## src/rtl/flag_unit.sv

```systemverilog
// ALU result register with an ARM-style NZCV flag unit, one-cycle latency.
// Define FLAG_BYPASS_EN to forward next-edge flags combinationally on FlagsNext.
module flag_unit #(
  parameter int unsigned WIDTH = 32
) (
  input  logic             clk,
  input  logic             reset,
  input  logic             ALUValid,
  input  logic [1:0]       ALUControl,
  input  logic [WIDTH-1:0] SrcA,
  input  logic [WIDTH-1:0] SrcB,
  input  logic [1:0]       FlagW,
  input  logic             CondEx,
  input  logic             Stall,
  output logic [WIDTH-1:0] ALUResult,
  output logic             ResultValid,
  output logic [3:0]       Flags,
  output logic [3:0]       FlagsNext
);

  logic             is_arith;
  logic             is_sub;
  logic [WIDTH-1:0] b_op;
  logic [WIDTH:0]   sum;
  logic [WIDTH-1:0] result;
  logic             n_flag, z_flag, c_flag, v_flag;
  logic             adv;
  logic             nz_we, cv_we;

  logic [WIDTH-1:0] result_q;
  logic             valid_q;
  logic [1:0]       nz_q, nz_d;
  logic [1:0]       cv_q, cv_d;

  assign is_arith = ~ALUControl[1];
  assign is_sub   = ALUControl[0];

  // Subtraction reuses the adder: SrcA + ~SrcB + 1, so carry-out means no borrow.
  assign b_op = is_sub ? ~SrcB : SrcB;
  assign sum  = {1'b0, SrcA} + {1'b0, b_op} + {{WIDTH{1'b0}}, is_sub};

  always_comb begin
    result = '0;
    unique case (ALUControl)
      2'b00, 2'b01: result = sum[WIDTH-1:0];
      2'b10:        result = SrcA & SrcB;
      2'b11:        result = SrcA | SrcB;
      default:      result = '0;
    endcase
  end

  assign n_flag = result[WIDTH-1];
  assign z_flag = (result == '0);
  assign c_flag = sum[WIDTH];
  assign v_flag = (SrcA[WIDTH-1] == b_op[WIDTH-1]) & (result[WIDTH-1] != SrcA[WIDTH-1]);

  assign adv   = ~Stall;
  assign nz_we = ALUValid & CondEx & FlagW[1] & adv;
  assign cv_we = ALUValid & CondEx & FlagW[0] & is_arith & adv;

  always_comb begin
    nz_d = nz_q;
    cv_d = cv_q;
    if (nz_we) nz_d = {n_flag, z_flag};
    if (cv_we) cv_d = {c_flag, v_flag};
  end

  always_ff @(posedge clk or posedge reset) begin
    if (reset) begin
      result_q <= '0;
      valid_q  <= 1'b0;
      nz_q     <= 2'b00;
      cv_q     <= 2'b00;
    end else if (adv) begin
      valid_q <= ALUValid;
      if (ALUValid) result_q <= result;
      nz_q <= nz_d;
      cv_q <= cv_d;
    end
  end

  assign ALUResult   = result_q;
  assign ResultValid = valid_q;
  assign Flags       = {nz_q, cv_q};

`ifdef FLAG_BYPASS_EN
  assign FlagsNext = {nz_d, cv_d};
`else
  assign FlagsNext = Flags;
`endif

endmodule

```

## config.mk

```make
export PLATFORM = sky130hd
export DESIGN_NAME = flag_unit
export DESIGN_NICKNAME = d
export VERILOG_FILES = /design/src/rtl/flag_unit.sv
export SDC_FILE = /design/constraint.sdc
export NUM_CORES = 1
export LEC_CHECK = 0
export CORE_MARGIN = 10
export CORE_UTILIZATION = 30
export DETAILED_ROUTE_END_ITERATION = 12
export SKIP_LAST_GASP = 1
export SYNTH_ARGS = -nofsm -noshare
export SYNTH_HDL_FRONTEND = slang
export SYNTH_SLANG_ARGS = --single-unit
```

## constraint.sdc

```tcl
create_clock -name clk -period 2.05 [get_ports clk]
set_input_delay 0.41 -clock clk [delete_from_list [all_inputs] [get_ports clk]]
set_output_delay 0.41 -clock clk [all_outputs]
set_load 0.005 [all_outputs]
```

==> results of run 1 <==
-- state kept, by name, summed over array words and instances (netlist names) --
name and flops:
cv_q 2, nz_q 2, ResultValid 1, ALUResult 32
-- layer usage --
layer,wire (um),vias to the layer above,track usage (%)
met5,0,-,0
met3,909,27,2.44
met2,9360,130,29.9
met1,8590,2735,22.4
met4,385,0,4.25
li1,-,2812,-
-- synthesized netlist by cell type (13+ instances only) --
cell	n
nand2_1	68
a21oi_1	44
ha_1	33
o21ai_0	46
nor2_1	35
inv_1	13
maj3_1	25
nand3_1	17
dfrtp_1	37
clkbuf_1	16
a21o_1	14
xor2_1	41
-- power by group through the flow --
| stage | Sequential [mW] | Combinational [mW] | Clock [mW] |
|---|---|---|---|
| global placement | 0.991 | 2.88 | 0 |
| global route | 1.01 | 3.90 | 0.764 |
| finish | 0.985 | 3.63 | 0.721 |
| detailed placement | 0.999 | 2.91 | 0 |
| CTS | 0.990 | 3.33 | 0.727 |
| floorplan | 0.988 | 1.39 | 0 |
-- path summary, 6_finish.rpt --
path	startpoint	cells after the start	end
setup / recovery	SrcB[2]	16	nz_q[0]
hold / removal	ALUResult[11]	2	ALUResult[11]
setup reg to reg	ALUResult[10]	1	ALUResult[10]
hold reg to reg	ALUResult[11]	2	ALUResult[11]
max in group asynchronous	reset	3	ALUResult[13]
min in group asynchronous	reset	3	ALUResult[4]
-- metrics by stage --
step	instances	instance area, um2
4_1_cts	1101	8520
2_1_floorplan	579	4900
3_3_place_gp	1046	7550
3_5_place_dp	1046	7550
5_1_grt	1108	9050
6_report	1108	9050
-- layout make-up --
class                   count  area, um2
fillers                  1287       6040
repair buffers            372       3230
multi-input cells         490       4480
well taps                 188        235
clock buffers               6        129
flip-flops and latches     37        926
inverters                  13       48.8
clock inverters             2       10.0
-- worst max-delay path, stage by stage --
cell and delay (ns):
clkdlybuf4s15_1 0.23, xor2_2 0.21, ha_4 0.27, buf_4 0.15, nand2b_4 0.08, a21oi_4 0.06
buf_4 0.13, buf_6 0.11, nand2b_1 0.13, a211oi_1 0.28, o31a_1 0.23, nor3b_2 0.23
nand4_1 0.19, nor4b_4 0.31, nand4_1 0.12, o41ai_2 0.22
-- timing repair --
item | CTS | global route
pin swaps | 74 | 46
setup buffers | 46 | 8
cloned | 1 | 0
hold buffers | 0 | 0
endpoints found under the setup margin | 34 | 32
gates resized for setup | 126 | 89
-- logic make-up (layout without fill, tap and decap cells) --
logic type | Yosys count | after routing | share of synthesized area [%]
multiplexers | 16 | 16 | 3.78
adder cells (fa/ha/maj) | 59 | 59 | 14.9
AO/OA/AOI/OAI | 190 | 190 | 28.6
flip-flops | 37 | 37 | 20.1
XOR/XNOR | 49 | 49 | 9.33
buffers and inverters | 52 | 393 | 5.12
AND/OR/NAND/NOR | 176 | 176 | 18.2
==> flow_summary.ini, run 1 <==
[cells_and_area]
drive_above_1_share_pct = 46.8
antenna-diode-count = 0
area_delta_synth_final_pct = 96.9
final_common_cell = buf_4
layout_common_cells = buf_4, clkdlybuf4s50_1, nand2_1
fin_util_pct = 60.0
nNetsFinal = 1026

[power]
power_mw = 5.33
p_leak_nw = 3.94
comb_power_share_pct = 68.0
p_int_mw = 3.32
vdd_ir_drop_max_mv = 0.333
p_sw_mw = 2.01
p_sw_share_pct = 37.7
power_frac_seq_pct = 18.5
powerDensity_nw_per_um2 = 589
power.share.clock_pct = 13.5

[placement]
pre_cts_ws_ns = -1.70
portBuffers = 113
gp_congestion = 0.913
dpl.hpwl_mm = 14.9

[critical_path]
arrival_ns = 3.37
path_max_fanout = 4
critPathKind = in -> reg
regToRegSetupSlack_ns = 1.27
start_kind = input pin
worstSetupEndpointType = register
worst-endpoint-required_ns = 2.22

[die]
initial_utilization_pct = 30.5
die_area_um2 = 20700
pin_count = 114
chipWidth_um = 144
coreArea_um2 = 15100
die_h_um = 144
rows = 45

[cts]
cts_buffer_depth = 2
cts_made_buffers = 5
clock-root-buffer = clkbuf_16
clock_latency_ns = 0.27
cts_tree = yes
h-tree-depth = 2
clk_pin_slew_ns = 0.05
cts.sinks = 37

[sta]
period_minus_slack_ns = 3.20
max_freq_ghz = 0.313
slew_headroom_pct = 68.1
post-route-period-util_pct = 156
slew_violations = 0
tightest_slew_ns = 0.475
hold_ws_ns = 0.473
hold_viol_final = 0
fin_ws_ns = -1.15
finalSetupViolations = 31
fin_skew_ns = 0
rsz0062_at_grt = true
setup_tns_ns = -19.17

[logic_synthesis]
synth_area_leaders = dfrtp_1, ha_1, xor2_1
synthArstFlopShare_pct = 100
syn-cell-area_um2 = 4600
ys.flop_type = dfrtp_1
yosysTopAreaCell = dfrtp_1
ys_ff_latch = 37
yosysWarnings = 0
synth_nets = 686
synth_edf_count = 0
syn_inst = 579
syn_area_per_cell_um2 = 7.94
synth_seq_area_share_pct = 20.1
synth_cell_type_count = 77
synth_top_area_share_pct = 20.1

[routing]
first_pass_iters = 4
viasPerCell = 5.15
drt-total-wl_mm = 19.3
ant_nets = 0
drt-initial-drc-count = 295
post_drt_wl_per_cell_um = 17.4
drc = 0
num_vias = 5704

[grt]
grt_max_degree = 50
grt_usage_pct = 17.4
gr-total-overflow = 0
grt_antenna_before_repair = 0
grt_pass1_vias = 5894
grt_pass1_wl_mm = 29.6

[run]
maxCapViolations = 0

[outcome]
violations = setup timing
status = finished with violations

[worst_hold_path]
hp-class = reg -> reg
(Power assumes the default switching activity.)
==> inputs of run 2 (changes only) <==
- clock period: 2.05 -> 3.5 ns (I/O delays scaled with it)
==> flow_summary.ini, run 2 (same netlist as run 1, synthesis figures left out) <==
[power]
vdd_ir_drop_max_mv = 0.203
powerDensity_nw_per_um2 = 363
p_leak_nw = 3.56

[routing]
drc = 0
viasPerCell = 5.13
ant_nets = 0
first_pass_iters = 5
drt-total-wl_mm = 17.8
drt-initial-drc-count = 280
post_drt_wl_per_cell_um = 16.9
num_vias = 5404

[cts]
cts_made_buffers = 5
clock-root-buffer = clkbuf_16
cts_buffer_depth = 2
cts_hold_buf = 0
cts_tree = yes
cts.sinks = 37
clk_pin_slew_ns = 0.05
clock_latency_ns = 0.27
h-tree-depth = 2

[placement]
dpl.hpwl_mm = 13.8
gp_congestion = 0.900
portBuffers = 113
placed_area_um2 = 7110
pre_cts_ws_ns = -0.566

[grt]
grt_pass1_wl_mm = 28.2
met1_usage_pct = 21.8
busiest_layer = met2
grt_pass1_vias = 5567
grt_usage_pct = 16.5
grt_use_met2_pct = 28.0
gr-total-overflow = 0
grt_antenna_before_repair = 0
grt_max_degree = 51
met3_usage_pct = 1.95

[critical_path]
crit_chain = buf_12 > buf_12 > buf_4 > xor2_1 > ha_2 > buf_4 > nand2_2 > a211oi_4 > o311ai_1 > nand2_1 > a311oi_2 > buf_4 > o31ai_4 > xor2_1 > mux2i_2 > buf_4 > xor2_1 > o31ai_1
arrival_ns = 3.66
worstSetupEndpointType = register
start_kind = input pin
worst-endpoint-required_ns = 3.68
critPathKind = in -> reg
cpPeakStageDelay_ns = 0.34
path_max_fanout = 8
worst_path_most_repeated_cell = buf_4
crit_path_top_delay_cell = ha_2
rr_worst_depth = 1

[worst_hold_path]
min_delay_path_depth = 2
hp-class = reg -> reg

[cells_and_area]
antenna-diode-count = 0
stdcell_area_um2 = 8130
layout_common_cells = buf_4, clkdlybuf4s50_1, nand2_1
final_common_cell = buf_4
nNetsFinal = 971
largest_reg_flops = 32
area_delta_synth_final_pct = 76.8
drive_above_1_share_pct = 35.7

[die]
initial_utilization_pct = 30.5
die_h_um = 144
rows = 45
coreArea_um2 = 15100
chipWidth_um = 144
die_area_um2 = 20700
pin_count = 114

[sta]
fin_ws_ns = 0.0243
max_freq_ghz = 0.288
slew_violations = 0
rsz0062_at_grt = true
hold_viol_final = 0
fin_skew_ns = 0
post-route-period-util_pct = 99.3
slew_headroom_pct = 67.6
tightest_slew_ns = 0.474
period_minus_slack_ns = 3.48
finalSetupViolations = 0

[run]
maxCapViolations = 0

[outcome]
status = completed
[run 2: changes by cell type in the layout (fill, tap and decap cells not counted), sizes merged]
cell,delta
buf,-55
dlygate4sd2,+4
clkinv,-2
bufinv,+1
clkdlybuf4s15,-1
clkdlybuf4s50,-1
dlymetal6s2s,-1
[run 2: final timing paths]
check / from / endpoint / slack, ns
min: ALUResult[2] / ALUResult[2] / 0.48
min reg2reg: ALUResult[2] / ALUResult[2] / 0.48
max: ALUControl[0] / cv_q[0] / 0.02
max reg2reg: ALUResult[5] / ALUResult[5] / 2.72
min in group asynchronous: reset / ALUResult[16] / 0.85
max in group asynchronous: reset / ALUResult[19] / 2.32
[run 2: report_power, final]
| group | internal, mW | total [mW] | leakage, nW | switching [mW] |
|---|---|---|---|---|
| Clock | 0.355 | 0.513 | 0.0841 | 0.158 |
| Sequential | 0.518 | 0.576 | 0.455 | 0.0583 |
| Combinational | 1.02 | 1.86 | 3.03 | 0.837 |
[run 2: per-stage QoR]
step	instances	hold slack, ns	total power [mW]	setup TNS [ns]	utilization, %
2_1_floorplan	579	0.470	1.35	-1.02	-
3_3_place_gp	1005	0.463	2.16	-3.21	47.1
3_5_place_dp	1005	0.469	2.18	-4.04	47.1
4_1_cts	1049	0.482	2.89	-0.0172	52.7
5_1_grt	1053	0.508	3.14	-0.301	53.9
6_report	1053	0.476	2.95	0	53.9
[run 2: final cells by class]
cell class | count | area, um2
Sequential cell | 37 | 926
Clock buffer | 7 | 143
Timing Repair Buffer | 317 | 2770
Inverter | 13 | 48.8
Clock inverter | 1 | 30.0
Multi-Input combinational cell | 490 | 3980
Fill cell | 1386 | 6960
Tap cell | 188 | 235
[run 2: timing repair]
action                     4_1_cts  5_1_grt
pin swaps                       65       27
setup endpoints to repair        8        6
gates cloned                     1        0
resized for setup              104       23
setup buffers                   36        4
[run 2: worst max-delay path, delay by kind of cell]
kind	cells	cell delay (ns)
AOI/OAI and AO/OA	5	0.93
adders and majority gates	1	0.34
xor gates and xnor gates	3	0.47
and+or+nand+nor	2	0.23
buffers and inverters	6	0.85
muxes	1	0.13
[run 2: per-layer routing]
layer | vias up | wire, um
li1 | 2705 | -
met1 | 2530 | 8200
met2 | 148 | 8580
met3 | 21 | 798
met4 | 0 | 235
met5 | - | 0
